**src/rtl/lib_fir_arb_pkg.sv**
```systemverilog
// Shared definitions for the FIR frame arbiter: FSM state encoding and the
// index-width helper used to size channel and FIFO pointers.
package lib_fir_arb_pkg;

    typedef enum logic [1:0] {
        IDLE = 2'd0,
        XFER = 2'd1,
        GAP  = 2'd2
    } arb_state_t;

    // Width needed to index n entries; never returns less than one bit.
    function automatic int idx_w(input int n);
        return (n > 1) ? $clog2(n) : 1;
    endfunction

endpackage

```
**src/rtl/lib_sync_fifo.sv**
```systemverilog
// Small synchronous FIFO holding in-flight frame tags. A push and a pop in the
// same cycle both take effect; a push while full and a pop while empty are
// ignored. Synchronous active-low reset empties the FIFO.
module lib_sync_fifo #(
    parameter int WIDTH = 1,
    parameter int DEPTH = 4
) (
    input  logic             clk,
    input  logic             rst_n,
    input  logic             push,
    input  logic [WIDTH-1:0] push_data,
    input  logic             pop,
    output logic [WIDTH-1:0] head,
    output logic             full,
    output logic             empty
);
    import lib_fir_arb_pkg::*;

    localparam int AW = idx_w(DEPTH);

    logic [WIDTH-1:0] mem [DEPTH];
    logic [AW-1:0]    wr_ptr;
    logic [AW-1:0]    rd_ptr;
    logic [AW:0]      count;
    logic             do_push;
    logic             do_pop;

    assign full    = (count == (AW+1)'(DEPTH));
    assign empty   = (count == '0);
    assign do_push = push & ~full;
    assign do_pop  = pop & ~empty;
    assign head    = mem[rd_ptr];

    // Pointer and occupancy bookkeeping; explicit wrap keeps any DEPTH legal.
    always_ff @(posedge clk) begin
        if (!rst_n) begin
            wr_ptr <= '0;
            rd_ptr <= '0;
            count  <= '0;
        end else begin
            if (do_push) begin
                wr_ptr <= (wr_ptr == AW'(DEPTH-1)) ? '0 : wr_ptr + 1'b1;
            end
            if (do_pop) begin
                rd_ptr <= (rd_ptr == AW'(DEPTH-1)) ? '0 : rd_ptr + 1'b1;
            end
            case ({do_push, do_pop})
                2'b10:   count <= count + 1'b1;
                2'b01:   count <= count - 1'b1;
                default: count <= count;
            endcase
        end
    end

    // Tag storage; contents are only meaningful while flagged non-empty.
    always_ff @(posedge clk) begin
        if (do_push) begin
            mem[wr_ptr] <= push_data;
        end
    end

endmodule

```
**src/rtl/lib_fir_frame_arbiter.sv**
```systemverilog
// Round-robin frame arbiter feeding one shared FIR from NUM_CH AXI4-Stream
// sources. Whole frames are granted, a guard gap separates frames, and a tag
// FIFO remembers which source owns each frame so the FIR output can be
// attributed (f_chan). Optional per-source frame counters are enabled by
// defining LIB_FIR_ARB_FRAME_CNT_EN.
module lib_fir_frame_arbiter
    import lib_fir_arb_pkg::*;
#(
    parameter int NUM_CH       = 2,
    parameter int DIN_BW       = 16,
    parameter int GUARD_CYCLES = 4,
    parameter int TAG_DEPTH    = 4
) (
    input  logic                       s_axis_aclk,
    input  logic                       s_axis_aresetn,
    input  logic [NUM_CH-1:0]          s_axis_tvalid,
    output logic [NUM_CH-1:0]          s_axis_tready,
    input  logic [NUM_CH-1:0]          s_axis_tlast,
    input  logic [NUM_CH*DIN_BW-1:0]   s_axis_tdata_real,
    input  logic [NUM_CH*DIN_BW-1:0]   s_axis_tdata_imag,
    output logic                       m_axis_tvalid,
    output logic                       m_axis_tlast,
    output logic [DIN_BW-1:0]          m_axis_tdata_real,
    output logic [DIN_BW-1:0]          m_axis_tdata_imag,
    input  logic                       f_axis_tvalid,
    input  logic                       f_axis_tlast,
    output logic [$clog2(NUM_CH)-1:0]  f_chan,
    output logic                       err_tag
`ifdef LIB_FIR_ARB_FRAME_CNT_EN
    ,
    output logic [NUM_CH*16-1:0]       frame_cnt
`endif
);

    localparam int CH_W = idx_w(NUM_CH);

    arb_state_t               state;
    arb_state_t               state_nxt;
    logic [CH_W-1:0]          grant;
    logic [CH_W-1:0]          rr_ptr;
    logic [CH_W-1:0]          pick;
    logic [CH_W:0]            idx;
    logic                     req_any;
    logic [7:0]               gap_cnt;
    logic                     gap_done;
    logic                     start;
    logic                     hs;
    logic                     hs_last;
    logic [NUM_CH-1:0]        ready;

    logic                     vld_p0;
    logic                     last_p0;
    logic signed [DIN_BW-1:0] re_p0;
    logic signed [DIN_BW-1:0] im_p0;

    logic [CH_W-1:0]          tag_head;
    logic                     tag_full;
    logic                     tag_empty;

    assign gap_done = (gap_cnt == 8'(GUARD_CYCLES-1));

    // Round-robin pick: the lowest offset from rr_ptr with a valid request wins.
    always_comb begin
        req_any = 1'b0;
        pick    = '0;
        idx     = '0;
        for (int i = NUM_CH-1; i >= 0; i--) begin
            idx = {1'b0, rr_ptr} + (CH_W+1)'(i);
            if (idx >= (CH_W+1)'(NUM_CH)) begin
                idx = idx - (CH_W+1)'(NUM_CH);
            end
            if (s_axis_tvalid[idx[CH_W-1:0]]) begin
                req_any = 1'b1;
                pick    = idx[CH_W-1:0];
            end
        end
    end

    // Next-state and ready decode from registered state and grant.
    always_comb begin
        state_nxt = state;
        ready     = '0;
        start     = 1'b0;
        hs        = 1'b0;
        hs_last   = 1'b0;
        case (state)
            IDLE: begin
                if (req_any && !tag_full) begin
                    start     = 1'b1;
                    state_nxt = XFER;
                end
            end
            XFER: begin
                ready[grant] = 1'b1;
                hs           = s_axis_tvalid[grant];
                hs_last      = s_axis_tvalid[grant] & s_axis_tlast[grant];
                if (hs_last) begin
                    state_nxt = (GUARD_CYCLES > 0) ? GAP : IDLE;
                end
            end
            GAP: begin
                if (gap_done) begin
                    state_nxt = IDLE;
                end
            end
            default: state_nxt = IDLE;
        endcase
    end

    assign s_axis_tready = ready;

    // Control state: FSM, owner of the current frame, round-robin pointer, guard count.
    always_ff @(posedge s_axis_aclk) begin
        if (!s_axis_aresetn) begin
            state   <= IDLE;
            grant   <= '0;
            rr_ptr  <= '0;
            gap_cnt <= '0;
        end else begin
            state <= state_nxt;
            if (start) begin
                grant <= pick;
            end
            if (hs_last) begin
                rr_ptr <= (grant == CH_W'(NUM_CH-1)) ? '0 : grant + 1'b1;
            end
            if (state == GAP) begin
                gap_cnt <= gap_done ? '0 : gap_cnt + 1'b1;
            end
        end
    end

    // Output stage: one-cycle registered copy of each accepted beat; cleared on reset
    // so an abandoned frame never leaks a beat or a tlast.
    always_ff @(posedge s_axis_aclk) begin
        if (!s_axis_aresetn) begin
            vld_p0  <= 1'b0;
            last_p0 <= 1'b0;
            re_p0   <= '0;
            im_p0   <= '0;
        end else begin
            vld_p0  <= hs;
            last_p0 <= hs_last;
            if (hs) begin
                re_p0 <= $signed(s_axis_tdata_real[grant*DIN_BW +: DIN_BW]);
                im_p0 <= $signed(s_axis_tdata_imag[grant*DIN_BW +: DIN_BW]);
            end
        end
    end

    assign m_axis_tvalid     = vld_p0;
    assign m_axis_tlast      = last_p0;
    assign m_axis_tdata_real = re_p0;
    assign m_axis_tdata_imag = im_p0;

    lib_sync_fifo #(
        .WIDTH (CH_W),
        .DEPTH (TAG_DEPTH)
    ) u_tag_fifo (
        .clk       (s_axis_aclk),
        .rst_n     (s_axis_aresetn),
        .push      (start),
        .push_data (pick),
        .pop       (f_axis_tvalid & f_axis_tlast),
        .head      (tag_head),
        .full      (tag_full),
        .empty     (tag_empty)
    );

    assign f_chan = tag_empty ? '0 : tag_head;

    // Sticky flag: FIR produced output while no frame was outstanding.
    always_ff @(posedge s_axis_aclk) begin
        if (!s_axis_aresetn) begin
            err_tag <= 1'b0;
        end else if (f_axis_tvalid && tag_empty) begin
            err_tag <= 1'b1;
        end
    end

`ifdef LIB_FIR_ARB_FRAME_CNT_EN
    // Per-source completed-frame counters, wrapping at 16 bits.
    always_ff @(posedge s_axis_aclk) begin
        if (!s_axis_aresetn) begin
            frame_cnt <= '0;
        end else if (hs_last) begin
            frame_cnt[grant*16 +: 16] <= frame_cnt[grant*16 +: 16] + 16'd1;
        end
    end
`endif

endmodule

```
**config.mk**
```make
export PLATFORM = sky130hd
export DESIGN_NAME = lib_fir_frame_arbiter
export DESIGN_NICKNAME = d
export VERILOG_FILES = /design/src/rtl/lib_fir_arb_pkg.sv /design/src/rtl/lib_sync_fifo.sv /design/src/rtl/lib_fir_frame_arbiter.sv
export SDC_FILE = /design/constraint.sdc
export NUM_CORES = 1
export LEC_CHECK = 0
export CELL_PAD_IN_SITES_DETAIL_PLACEMENT = 0
export CELL_PAD_IN_SITES_GLOBAL_PLACEMENT = 1
export CORE_ASPECT_RATIO = 0.8
export CORE_UTILIZATION = 37
export CTS_BUF_LIST = sky130_fd_sc_hd__clkbuf_4 sky130_fd_sc_hd__clkbuf_8
export CTS_CLUSTER_SIZE = 25
export DETAILED_ROUTE_END_ITERATION = 8
export MAX_ROUTING_LAYER = met4
export PLACE_DENSITY = 0.87
export SYNTH_ARGS = -nofsm -noshare
export SYNTH_HDL_FRONTEND = slang
export SYNTH_HIERARCHICAL = 1
export SYNTH_SLANG_ARGS = --single-unit
export TNS_END_PERCENT = 20
```
**constraint.sdc**
```tcl
create_clock -name s_axis_aclk -period 4.5 [get_ports s_axis_aclk]
set_input_delay 0.45 -clock s_axis_aclk [delete_from_list [all_inputs] [get_ports s_axis_aclk]]
set_output_delay 0.45 -clock s_axis_aclk [all_outputs]
set_load 0.005 [all_outputs]
```
# Word-level counts from Yosys, hierarchy flattened
# Memories as Yosys holds them, arrays and structs flattened. A register that Yosys moved wholly into a read port is not among the register bits.
# Index checks and enable logic that the tools add are counted.
classes:
  add_sub_neg: 9
  n_lt_le_gt_ge: 6
  n_eq_ne: 11
  shift: 2
  n_mux: 35
  n_bitwise: 6
  reduce_logical: 8
op_table:
  columns: ["cell", "n"]
  rows:
  - ["$shiftx A32 B6 Y16", 2]
  - ["$mux W1", 23]
  - ["$mux W2", 8]
  - ["$add A8 B1 Y8 const B", 1]
  - ["$eq A2 B2 Y1 const B", 4]
  - ["$eq A8 B2 Y1 const B", 1]
  - ["$mux W8", 1]
  - ["$lt A1 B2 Y1 const B", 3]
  - ["$ne A2 B2 Y1 const B", 3]
  - ["$pmux W2 S3", 1]
  - ["$pmux W3 S2", 1]
  - ["$add A2 B1 Y2 const B", 2]
  - ["$and A1 B1 Y1", 4]
  - ["$eq A2 B1 Y1 const B", 2]
  - ["$add A3 B1 Y3 const B", 1]
  - ["$eq A3 B3 Y1 const B", 1]
  - ["$logic_and A1 B1 Y1", 3]
  - ["$logic_not A3 Y1", 1]
  - ["$reduce_and A3 Y1", 1]
  - ["$sub A3 B1 Y3 const B", 1]
  - ["$add A1 B1 Y2 const B", 1]
  - ["$ge A1 B2 Y1 const B", 1]
  - ["$ge A2 B2 Y1 const B", 1]
  - ["$logic_not A2 Y1", 1]
  - ["other kinds (7)", 9]
totals:
  reg_bits: 54
  ram_bits: 4
  output_inout_bits: 38
  elab_cells: 90
  n_memories: 1
mem_list:
  columns: ["memory", "words", "word_bits", "rd", "rd_clocked_by_memory_dff", "write_ports", "line", "text"]
  rows:
  - ["u_tag_fifo.mem", 4, 1, 1, 1, 1, "lib_sync_fifo.sv:21", "logic [WIDTH-1:0] mem [DEPTH];"]

# Depth between registers and ports, before layout
# Gate-level depths: netlist (run 1).
depth:
  word_depth: 13
  mapped_depth: 12
  mapped_depth_nobuf: 11

# Cells and area by module
# Netlist (run 1), hierarchy kept.
modules_own_cells:
  columns: ["mod", "instances", "cells_each", "area_per_inst_um2"]
  rows:
  - ["lib_fir_frame_arbiter", 1, 232, 2307.2]
  - ["lib_sync_fifo", 1, 61, 636.9]

# Worst setup path before layout (run 1)
# No wires, ideal clock.
synth_path:
  path_type: "register -> register"
  from: "reg u_tag_fifo.count[0]"
  to: "reg u_tag_fifo.count[2]"
  setup_ps: 76
  arrival_time_ps: 2235
  t_required_ps: 4424
  path_slack_ps: 2190
  path_stages_with_launch: 13
  n_path_buf: 1
  synth_period_minus_slack_ps: 2310
  path_cell_list: "dfxtp_1 > nor3b_2 > nor3_1 > nor2b_1 > nor2b_1 > buf_2 > inv_1 > ha_1 > inv_1 > fa_1 > xor2_1 > or3_1 > a21boi_0"
synth_via:
  elab_chain_len: 8
  elab_cells_between_ends: 16
  cone_classes: "add/sub: 2; eq/ne: 3; mux: 3; bitwise: 4; reduce/logical: 4"
synth_rtl:
  columns: ["element", "line", "text"]
  rows:
  - ["from (decl)", "lib_sync_fifo.sv:24", "logic [AW:0] count;"]
  - ["from (signal assigned)", "lib_sync_fifo.sv:48", "2'b10: count <= count + 1'b1;"]
  - ["from (signal assigned)", "lib_sync_fifo.sv:49", "2'b01: count <= count - 1'b1;"]
  - ["from (signal assigned)", "lib_sync_fifo.sv:50", "default: count <= count;"]
  - ["$eq A3 B3 Y1 *", "lib_sync_fifo.sv:28", "assign full = (count == (AW+1)'(DEPTH));"]
  - ["via tag_full", "lib_fir_frame_arbiter.sv:57", "logic tag_full;"]
  - ["$logic_not A1 Y1 *", "lib_fir_frame_arbiter.sv:88", "if (req_any && !tag_full) begin"]
  - ["$logic_and A1 B1 Y1 *", "lib_fir_frame_arbiter.sv:88", null]
  - ["$mux W1 *", "lib_fir_frame_arbiter.sv:88", null]
  - ["$mux W1 *", "lib_fir_frame_arbiter.sv:86", "case (state)"]
  - ["via start", "lib_fir_frame_arbiter.sv:46", "logic start;"]
  - ["$and A1 B1 Y1 *", "lib_sync_fifo.sv:30", "assign do_push = push & ~full;"]
  - ["$eq A2 B1 Y1 / $eq A2 B2 Y1 (equally long branches)", "lib_sync_fifo.sv:47", "case ({do_push, do_pop})"]
  - ["$pmux W3 S2 / $reduce_bool A2 Y1 (equally long branches)", null, null]
# The timed path passes the listed nets; every way through them passes the cells marked *.
# A chain may end at the register's enable or synchronous reset.

# Final worst setup path (run 1)
layout_path:
  from: "reg state[0]"
  to: "out s_axis_tready[1]"
layout_via:
  elab_chain_len: 2
layout_rtl:
  columns: ["element", "line", "text"]
  rows:
  - ["from (decl)", "lib_fir_frame_arbiter.sv:37", "arb_state_t state;"]
  - ["from (signal assigned)", "lib_fir_frame_arbiter.sv:120", "state <= state_nxt;"]
  - ["$eq A2 B1 Y1", "lib_fir_frame_arbiter.sv:86", null]
  - ["$mux W2", "lib_fir_frame_arbiter.sv:86", null]
  - ["to (decl)", "lib_fir_frame_arbiter.sv:17", "output logic [NUM_CH-1:0] s_axis_tready,"]
# Every way passes these cells.

==> metrics.log, run 1 <==
[metrics] outcome: completed
[metrics] worst endpoint required time: 4.05 ns
[metrics] static leakage: 1.88 nW
[metrics] clock group share of total power: 0.272
[metrics] total power density per cell area: 369 mW/mm^2
[metrics] global placer's final weighted congestion: 0.749
[metrics] most numerous cell types in the synthesized netlist: sky130_fd_sc_hd__dfxtp_1 (56), sky130_fd_sc_hd__nand3_1 (40), sky130_fd_sc_hd__mux2i_1 (34)
[metrics] count of cells resized by post-cts repair: 0
[metrics] count of routing violations after the opening detailed-route iteration: 85
[metrics] Post-Synthesis Cell Area: 0.00294 sq mm
[metrics] Max Clock Skew: 0.0114 ns
[metrics] diode insertion count for antenna repair: 0
[metrics] worst-path maximum fanout: 17
[metrics] chain of cells forming the critical path: nor2b_2 > and2_1 > clkdlybuf4s50_1
[metrics] number of max-capacitance violations reported: 0
[metrics] Post-Synthesis Net Count: 373
[metrics] headroom to the max-slew limit: 0.366
[metrics] largest vdd supply drop: 162 uV
[metrics] Area growth, synth to finish: 43.6%
[metrics] Synth top area share: 0.381
[metrics] number of detailed-routing iterations run before antenna repair: 4
[metrics] detailed-route via count: 2,524
[metrics] number of warnings printed during yosys synthesis: 6
[metrics] area taken by flip-flops and latches: 0.00124 sq mm
[metrics] flop-to-flop setup slack: 1.95 ns
[metrics] final worst path period need: 2.60 ns
[metrics] cell at the slowest stage of the critical path: sky130_fd_sc_hd__nor2b_2
[metrics] DRC violations left: 0
[metrics] number of instances in the synthesized netlist: 293
[metrics] share of total power in combinational logic: 0.300
[metrics] starting utilization of the core area: 0.391
[metrics] wire length per cell: 13.7 um
[metrics] count of pins over their slew limit: 0
[metrics] GR Overflow Total: 0
[metrics] Clock Tree Root: sky130_fd_sc_hd__clkbuf_8
[metrics] Core Rows: 28
[metrics] number of buffer and inverter instances along the worst setup path: 1
[metrics] CP arrival: 2.15 ns
[metrics] antenna violations before repair: 0
[metrics] timing-limited maximum frequency: 385 MHz
[metrics] ratio of cells with drive above 1 in the final layout: 0.0657
[metrics] H-tree levels: 3
[metrics] width of the die: 102 um
[metrics] count of pins on the block boundary: 110
[metrics] fraction of the yosys area taken by sequential cells: 0.422
[metrics] Post-CTS Repair Setup Buffers: 0
[metrics] area of the core: 0.00753 sq mm
[metrics] switching share of power: 0.297
[metrics] fillcell total: 684
[metrics] global-route wire length before repair: 10.5 mm
[metrics] Routed WL: 6.87 mm
[metrics] multi-input combinational cell area: 0.00153 sq mm
[metrics] startpoint type of the worst setup path: register
[metrics] die area: 0.00832 sq mm
[metrics] top post-synthesis cells by area: sky130_fd_sc_hd__dfxtp_1 (38%), sky130_fd_sc_hd__mux2i_1 (12%), sky130_fd_sc_hd__o211a_1 (11%), sky130_fd_sc_hd__nand3_1 (6.8%), sky130_fd_sc_hd__edfxtp_1 (4.1%)
[metrics] element type at the critical path end: output port
[metrics] final setup violating endpoints: 0
[metrics] slew of the pin with the lowest slew margin: 0.952 ns
[metrics] Post-Syn Area per Cell: 10.0 sq um
[metrics] number of distinct library cells after synthesis: 42
[metrics] number of buffers between clock root and the deepest sink: 2
[metrics] Most used DFF post-synth: sky130_fd_sc_hd__dfxtp_1
[metrics] Final Hold Viols: 0
[metrics] Yosys reg bits: 60
[metrics] Total Negative Setup Slacks: 0 ns
[metrics] CTS tree: done
[metrics] number of global-route vias before repair: 2,284
[metrics] clock slew seen by the registers of the worst setup and hold paths: 0.07 ns
[metrics] TritonCTS Sinks: 60
[metrics] post-route clock period utilization: 0.578
[metrics] top cell type by total area after synthesis: sky130_fd_sc_hd__dfxtp_1
[metrics] antenna viol nets, final: 0
[metrics] die height: 81.8 um
[metrics] # placed instances: 486
[metrics] async set or reset register ratio after synthesis: 0
[metrics] source-to-sink clock delay at the later pin of the worst-skew pair: 0.33 ns
[metrics] count of non-filler cells in the finished layout: 501
[metrics] EDFF count, synth: 4
[metrics] proportion of power drawn by flip-flops and latches: 0.428
[metrics] Via density: 5.04
[metrics] pin count of the biggest net entering global routing: 54
[metrics] most used standard cell by instance count after synthesis: sky130_fd_sc_hd__dfxtp_1
[metrics] Power Internal: 1.10 mW
[metrics] WS Path Type: register to output port
[metrics] net count reported at finish: 472
[metrics] setup repair after global routing missed its margin: false
[metrics] total track usage: 0.173
[metrics] class of the most critical hold timing path: register to register
[metrics] number of buffers added by the clock tree synthesis step: 9
[metrics] quantity of hold-fixing buffers added after cts: 0
[metrics] cell family with the largest share of critical-path delay: simple AND/OR/NAND/NOR gates
[metrics] net switching power of the design: 464 uW
[metrics] I/O Buffers: 109
[metrics] placed wire-length estimate after detailed placement: 4.89 mm
[metrics] max incr delay on CP: 0.64 ns
-- tightest hold or removal path, stage by stage (launching register included) --
cell and delay (ns):
sky130_fd_sc_hd__dfxtp_1 0.32, sky130_fd_sc_hd__o31ai_1 0.06, sky130_fd_sc_hd__a21oi_1 0.05
-- worst paths after layout --
| check | start | end | cells past startpoint |
|---|---|---|---|
| setup / recovery | state[0]$_SDFFE_PN0P_ | s_axis_tready[1] | 3 |
| hold / removal | gap_cnt[7]$_SDFFE_PN0N_ | gap_cnt[7]$_SDFFE_PN0N_ | 2 |
| setup reg to reg | u_tag_fifo/count[1]$_SDFFE_PN0P_ | u_tag_fifo/count[2]$_SDFFE_PN0P_ | 11 |
| hold reg to reg | gap_cnt[7]$_SDFFE_PN0N_ | gap_cnt[7]$_SDFFE_PN0N_ | 2 |
-- cell usage in the layout (no fill, tap or decap), types with 5 or more instances in the layout --
master and count:
sky130_fd_sc_hd__a21oi_1 6, sky130_fd_sc_hd__o211a_1 32, sky130_fd_sc_hd__clkdlybuf4s50_1 108, sky130_fd_sc_hd__dfxtp_1 55, sky130_fd_sc_hd__clkbuf_8 10, sky130_fd_sc_hd__nor2_1 5, sky130_fd_sc_hd__o21ai_0 8, sky130_fd_sc_hd__nand3_1 40
sky130_fd_sc_hd__mux2i_1 34, sky130_fd_sc_hd__nand2_1 10, sky130_fd_sc_hd__or3_1 6, sky130_fd_sc_hd__ha_1 7, sky130_fd_sc_hd__inv_1 11, sky130_fd_sc_hd__and2_1 10
-- final cells by class --
cell class / instances / share of cell area
Clock buffer: 11 / 0.0343
Tap cell: 105 / 0.0311
Clock inverter: 4 / 0.00651
Multi-Input combinational cell: 198 / 0.362
Sequential cell: 60 / 0.294
Timing Repair Buffer: 112 / 0.262
Inverter: 11 / 0.00976
-- metal layers --
layer	vias up	global-route usage	wire length (um)
met4	0	0.0507	75
li1	1261	-	-
met3	7	0.0885	547
met2	78	0.266	3120
met1	1178	0.196	3130
met5	-	-	0
-- registers in the layout (all words and copies together), names as in the netlist, named ones only --
register	flops
err_tag	1
m_axis_tdata_real	16
state	2
grant	1
m_axis_tlast	1
u_tag_fifo/count	3
rr_ptr	1
gap_cnt	8
m_axis_tdata_imag	16
u_tag_fifo/wr_ptr	2
u_tag_fifo/mem	4
m_axis_tvalid	1
u_tag_fifo/rd_ptr	2
-- stage by stage --
stage           util  total power, mW  hold WS (ns)  worst slack [ns]  area (sq um)
6_report       0.561             1.56         0.486              1.90          4230
5_1_grt        0.561             1.66         0.519              1.68          4230
4_1_cts        0.561             1.59         0.492              1.88          4230
3_5_place_dp   0.539             1.15         0.480              1.66          4060
3_3_place_gp   0.539             1.14         0.468              1.79          4060
2_1_floorplan      -            0.944         0.448              2.19          2940
-- kinds of logic after synthesis --
| logic type | synth area share |
|---|---|
| AOI/OAI and AO/OA | 0.166 |
| xor gates and xnor gates | 0.00893 |
| adders and majority gates | 0.0365 |
| buffers and inverters | 0.0587 |
| DFF | 0.422 |
| muxes | 0.132 |
| and+or+nand+nor | 0.176 |
-- power by group through the flow --
stage | clock network (mW) | logic [mW] | registers, mW
after global routing | 0.466 | 0.517 | 0.679
after floorplan | 0 | 0.271 | 0.673
after global placement | 0 | 0.463 | 0.677
final | 0.424 | 0.468 | 0.669
after detailed placement | 0 | 0.472 | 0.679
after CTS | 0.441 | 0.475 | 0.668
No activity file was read; power rests on OpenSTA's default activity.
==> run 2, diff against run 1 <==
--- a/config.mk
+++ b/config.mk
@@ -8,12 +8,12 @@
 export CELL_PAD_IN_SITES_DETAIL_PLACEMENT = 0
 export CELL_PAD_IN_SITES_GLOBAL_PLACEMENT = 1
 export CORE_ASPECT_RATIO = 0.8
-export CORE_UTILIZATION = 37
+export CORE_UTILIZATION = 34
 export CTS_BUF_LIST = sky130_fd_sc_hd__clkbuf_4 sky130_fd_sc_hd__clkbuf_8
 export CTS_CLUSTER_SIZE = 25
 export DETAILED_ROUTE_END_ITERATION = 8
 export MAX_ROUTING_LAYER = met4
-export PLACE_DENSITY = 0.87
+export PLACE_DENSITY = 0.81
 export SYNTH_ARGS = -nofsm -noshare
 export SYNTH_HDL_FRONTEND = slang
 export SYNTH_HIERARCHICAL = 1
==> constraint.sdc (replaced) <==
create_clock -name s_axis_aclk -period 2.7 [get_ports s_axis_aclk]
set_input_delay 0.27 -clock s_axis_aclk [delete_from_list [all_inputs] [get_ports s_axis_aclk]]
set_output_delay 0.27 -clock s_axis_aclk [all_outputs]
set_load 0.005 [all_outputs]
==> metrics.log, run 2 (same netlist as run 1, synthesis figures left out) <==
[metrics] Total Negative Setup Slacks: 0 ns (unchanged)
[metrics] width of the die: 106 um (was 102 um)
[metrics] Core Rows: 29 (was 28)
[metrics] count of pins on the block boundary: 110 (unchanged)
[metrics] number of buffers between clock root and the deepest sink: 2 (unchanged)
[metrics] count of cells resized by post-cts repair: 0 (unchanged)
[metrics] worst slack on hold paths: 0.475 ns (was 0.486 ns)
[metrics] worst endpoint required time: 2.95 ns (was 4.05 ns)
[metrics] WS Path Type: register to register (was register to output port)
[metrics] count of routing violations after the opening detailed-route iteration: 82 (was 85)
[metrics] largest vdd supply drop: 289 uV (was 162 uV)
[metrics] net switching power of the design: 763 uW (was 464 uW)
[metrics] setup repair after global routing missed its margin: false (unchanged)
[metrics] clock group share of total power: 0.310 (was 0.272)
[metrics] class of the most critical hold timing path: register to register (unchanged)
[metrics] quantity of hold-fixing buffers added after cts: 0 (unchanged)
[metrics] wire length per cell: 13.8 um (was 13.7 um)
[metrics] commonest cells after routing, fill and taps aside: sky130_fd_sc_hd__clkdlybuf4s50_1 (108), sky130_fd_sc_hd__dfxtp_1 (55), sky130_fd_sc_hd__nand3_1 (40), sky130_fd_sc_hd__mux2i_1 (34), sky130_fd_sc_hd__o211a_1 (32) (unchanged)
[metrics] area of the core: 0.00816 sq mm (was 0.00753 sq mm)
[metrics] flop-to-flop setup slack: 0.28 ns (was 1.95 ns)
[metrics] number of buffer and inverter instances along the worst setup path: 2 (was 1)
[metrics] number of max-capacitance violations reported: 0 (unchanged)
[metrics] pin count of the biggest net entering global routing: 40 (was 54)
[metrics] number of buffers added by the clock tree synthesis step: 9 (unchanged)
[metrics] static leakage: 1.92 nW (was 1.88 nW)
[metrics] Clock Tree Root: sky130_fd_sc_hd__clkbuf_8 (unchanged)
[metrics] total track usage: 0.168 (was 0.173)
[metrics] outcome: completed (unchanged)
[metrics] number of detailed-routing iterations run before antenna repair: 4 (unchanged)
[metrics] max incr delay on CP: 0.38 ns (was 0.64 ns)
[metrics] Max Clock Skew: 0.00358 ns (was 0.0114 ns)
[metrics] H-tree levels: 3 (unchanged)
[metrics] Reg2Reg Depth: 11 (unchanged)
[metrics] Area growth, synth to finish: 45.8% (was 43.6%)
[metrics] source-to-sink clock delay at the later pin of the worst-skew pair: 0.33 ns (about the same)
[metrics] reg2reg start: u_tag_fifo/count[2]$_SDFFE_PN0P_ (was u_tag_fifo/count[1]$_SDFFE_PN0P_)
[metrics] diode insertion count for antenna repair: 0 (unchanged)
[metrics] element type at the critical path end: register (was output port)
[metrics] switching share of power: 0.276 (was 0.297)
[metrics] global placer's final weighted congestion: 0.746 (was 0.749)
[metrics] ratio of cells with drive above 1 in the final layout: 0.0725 (was 0.0657)
[metrics] proportion of power drawn by flip-flops and latches: 0.404 (was 0.428)
[metrics] die area: 0.00904 sq mm (was 0.00832 sq mm)
[metrics] chain of cells forming the critical path: nor3b_2 > nor3_1 > nor2b_1 > nor2b_1 > inv_1 > ha_1 > inv_1 > fa_1 > xor2_1 > or3_1 > a21boi_0 (was nor2b_2 > and2_1 > clkdlybuf4s50_1)
[metrics] starting utilization of the core area: 0.361 (was 0.391)
[metrics] slew of the pin with the lowest slew margin: 1.16 ns (was 0.952 ns)
[metrics] worst hold stages: 2 (unchanged)
[metrics] total power density per cell area: 643 mW/mm^2 (was 369 mW/mm^2)
[metrics] worst-path maximum fanout: 5 (was 17)
[metrics] TritonCTS Sinks: 60 (unchanged)
[metrics] die height: 85.2 um (was 81.8 um)
[metrics] startpoint of the worst setup timing path: u_tag_fifo/count[2]$_SDFFE_PN0P_ (was state[0]$_SDFFE_PN0P_)
[metrics] Routed WL: 7.03 mm (was 6.87 mm)
[metrics] cell family with the largest share of critical-path delay: simple AND/OR/NAND/NOR gates (unchanged)
[metrics] antenna violations before repair: 0 (unchanged)
[metrics] final worst path period need: 2.42 ns
[metrics] placed wire-length estimate after detailed placement: 4.88 mm (was 4.89 mm)
[metrics] Via density: 4.97 (was 5.04)
[metrics] net count reported at finish: 475 (was 472)
[metrics] WP depth: 11 (was 3)
[metrics] detailed-route via count: 2,526 (was 2,524)
[metrics] CTS tree: done (unchanged)
[metrics] antenna viol nets, final: 0 (unchanged)
[metrics] share of the core filled with cells: 0.526 (was 0.561)
[metrics] number of global-route vias before repair: 2,457 (was 2,284)
[metrics] global-route wire length before repair: 11.4 mm (was 10.5 mm)
[metrics] count of pins over their slew limit: 0 (unchanged)
[metrics] I/O Buffers: 109 (unchanged)
[metrics] timing-limited maximum frequency: 414 MHz
[metrics] cell at the slowest stage of the critical path: sky130_fd_sc_hd__dfxtp_1 (was sky130_fd_sc_hd__nor2b_2)
[metrics] launch point of the worst hold path: rr_ptr$_SDFFE_PN0P_ (was gap_cnt[7]$_SDFFE_PN0N_)
[metrics] share of total power in combinational logic: 0.286 (was 0.300)
[metrics] most common library cell in the layout ignoring fill and taps: sky130_fd_sc_hd__clkdlybuf4s50_1 (unchanged)
[metrics] DRC violations left: 0 (unchanged)
[metrics] Power Internal: 2.00 mW (was 1.10 mW)
[metrics] headroom to the max-slew limit: 0.225 (was 0.366)
[metrics] startpoint type of the worst setup path: register (unchanged)
[metrics] Post-CTS Repair Setup Buffers: 0 (unchanged)
[metrics] final setup violating endpoints: 0 (unchanged)
[metrics] clock slew seen by the registers of the worst setup and hold paths: 0.06 ns (was 0.07 ns)
[metrics] CP arrival: 2.67 ns (was 2.15 ns)
[metrics] post-route clock period utilization: 0.895
[metrics] Final Hold Viols: 0 (unchanged)
[metrics] GR Overflow Total: 0 (unchanged)
-- run 2: changes by cell type in the layout (fill, tap and decap cells not counted), sizes merged --
| cell | before | now |
|---|---|---|
| clkbuf | 11 | 10 |
| buf | 4 | 7 |
| bufinv | 0 | 2 |
| clkinvlp | 3 | 0 |
| clkinv | 1 | 4 |
-- run 2: worst register-to-register path, stage by stage, from the launching register on --
cell,delay (ns)
sky130_fd_sc_hd__dfxtp_1,0.38
sky130_fd_sc_hd__nor3b_2,0.26
sky130_fd_sc_hd__nor3_1,0.10
sky130_fd_sc_hd__nor2b_1,0.16
sky130_fd_sc_hd__nor2b_1,0.14
sky130_fd_sc_hd__inv_1,0.06
sky130_fd_sc_hd__ha_1,0.18
sky130_fd_sc_hd__inv_1,0.06
sky130_fd_sc_hd__fa_1,0.38
sky130_fd_sc_hd__xor2_1,0.16
sky130_fd_sc_hd__or3_1,0.30
sky130_fd_sc_hd__a21boi_0,0.17
-- run 2: worst paths after layout --
| path | end |
|---|---|
| setup / recovery | u_tag_fifo/count[2]$_SDFFE_PN0P_ |
| hold / removal | rr_ptr$_SDFFE_PN0P_ |
| setup reg to reg | u_tag_fifo/count[2]$_SDFFE_PN0P_ |
| hold reg to reg | rr_ptr$_SDFFE_PN0P_ |
-- run 2: area by class of cell --
class	count	area [sq um]
flip-flops and latches	60	1240
well taps	108	135
repair buffers	115	1130
inverters	11	41.3
clock inverters	6	78.8
fillers	760	3870
clock buffers	10	131
multi-input cells	198	1530
-- run 2: metal layers --
metal | track usage | routed length, um
met1 | 0.193 | 3260
met2 | 0.272 | 3260
met3 | 0.0591 | 470
met4 | 0.0568 | 40
met5 | - | 0
-- run 2: through the flow --
step / setup WS [ns] / cells / instance area [sq um] / total power, mW
5_1_grt: 0.0668 / 508 / 4290 / 2.94
3_5_place_dp: 0.148 / 492 / 4080 / 1.92
2_1_floorplan: 0.390 / 293 / 2940 / 1.57
4_1_cts: 0.266 / 508 / 4290 / 2.81
3_3_place_gp: 0.295 / 492 / 4080 / 1.92
6_report: 0.283 / 508 / 4290 / 2.76
-- run 2: power by group through the flow --
| stage | sequential, mW | combinational (mW) | clock (mW) |
|---|---|---|---|
| after floorplan | 1.12 | 0.452 | 0 |
| after global placement | 1.13 | 0.787 | 0 |
| after detailed placement | 1.13 | 0.794 | 0 |
| after CTS | 1.11 | 0.801 | 0.894 |
| after global routing | 1.13 | 0.883 | 0.926 |
| final | 1.11 | 0.788 | 0.856 |
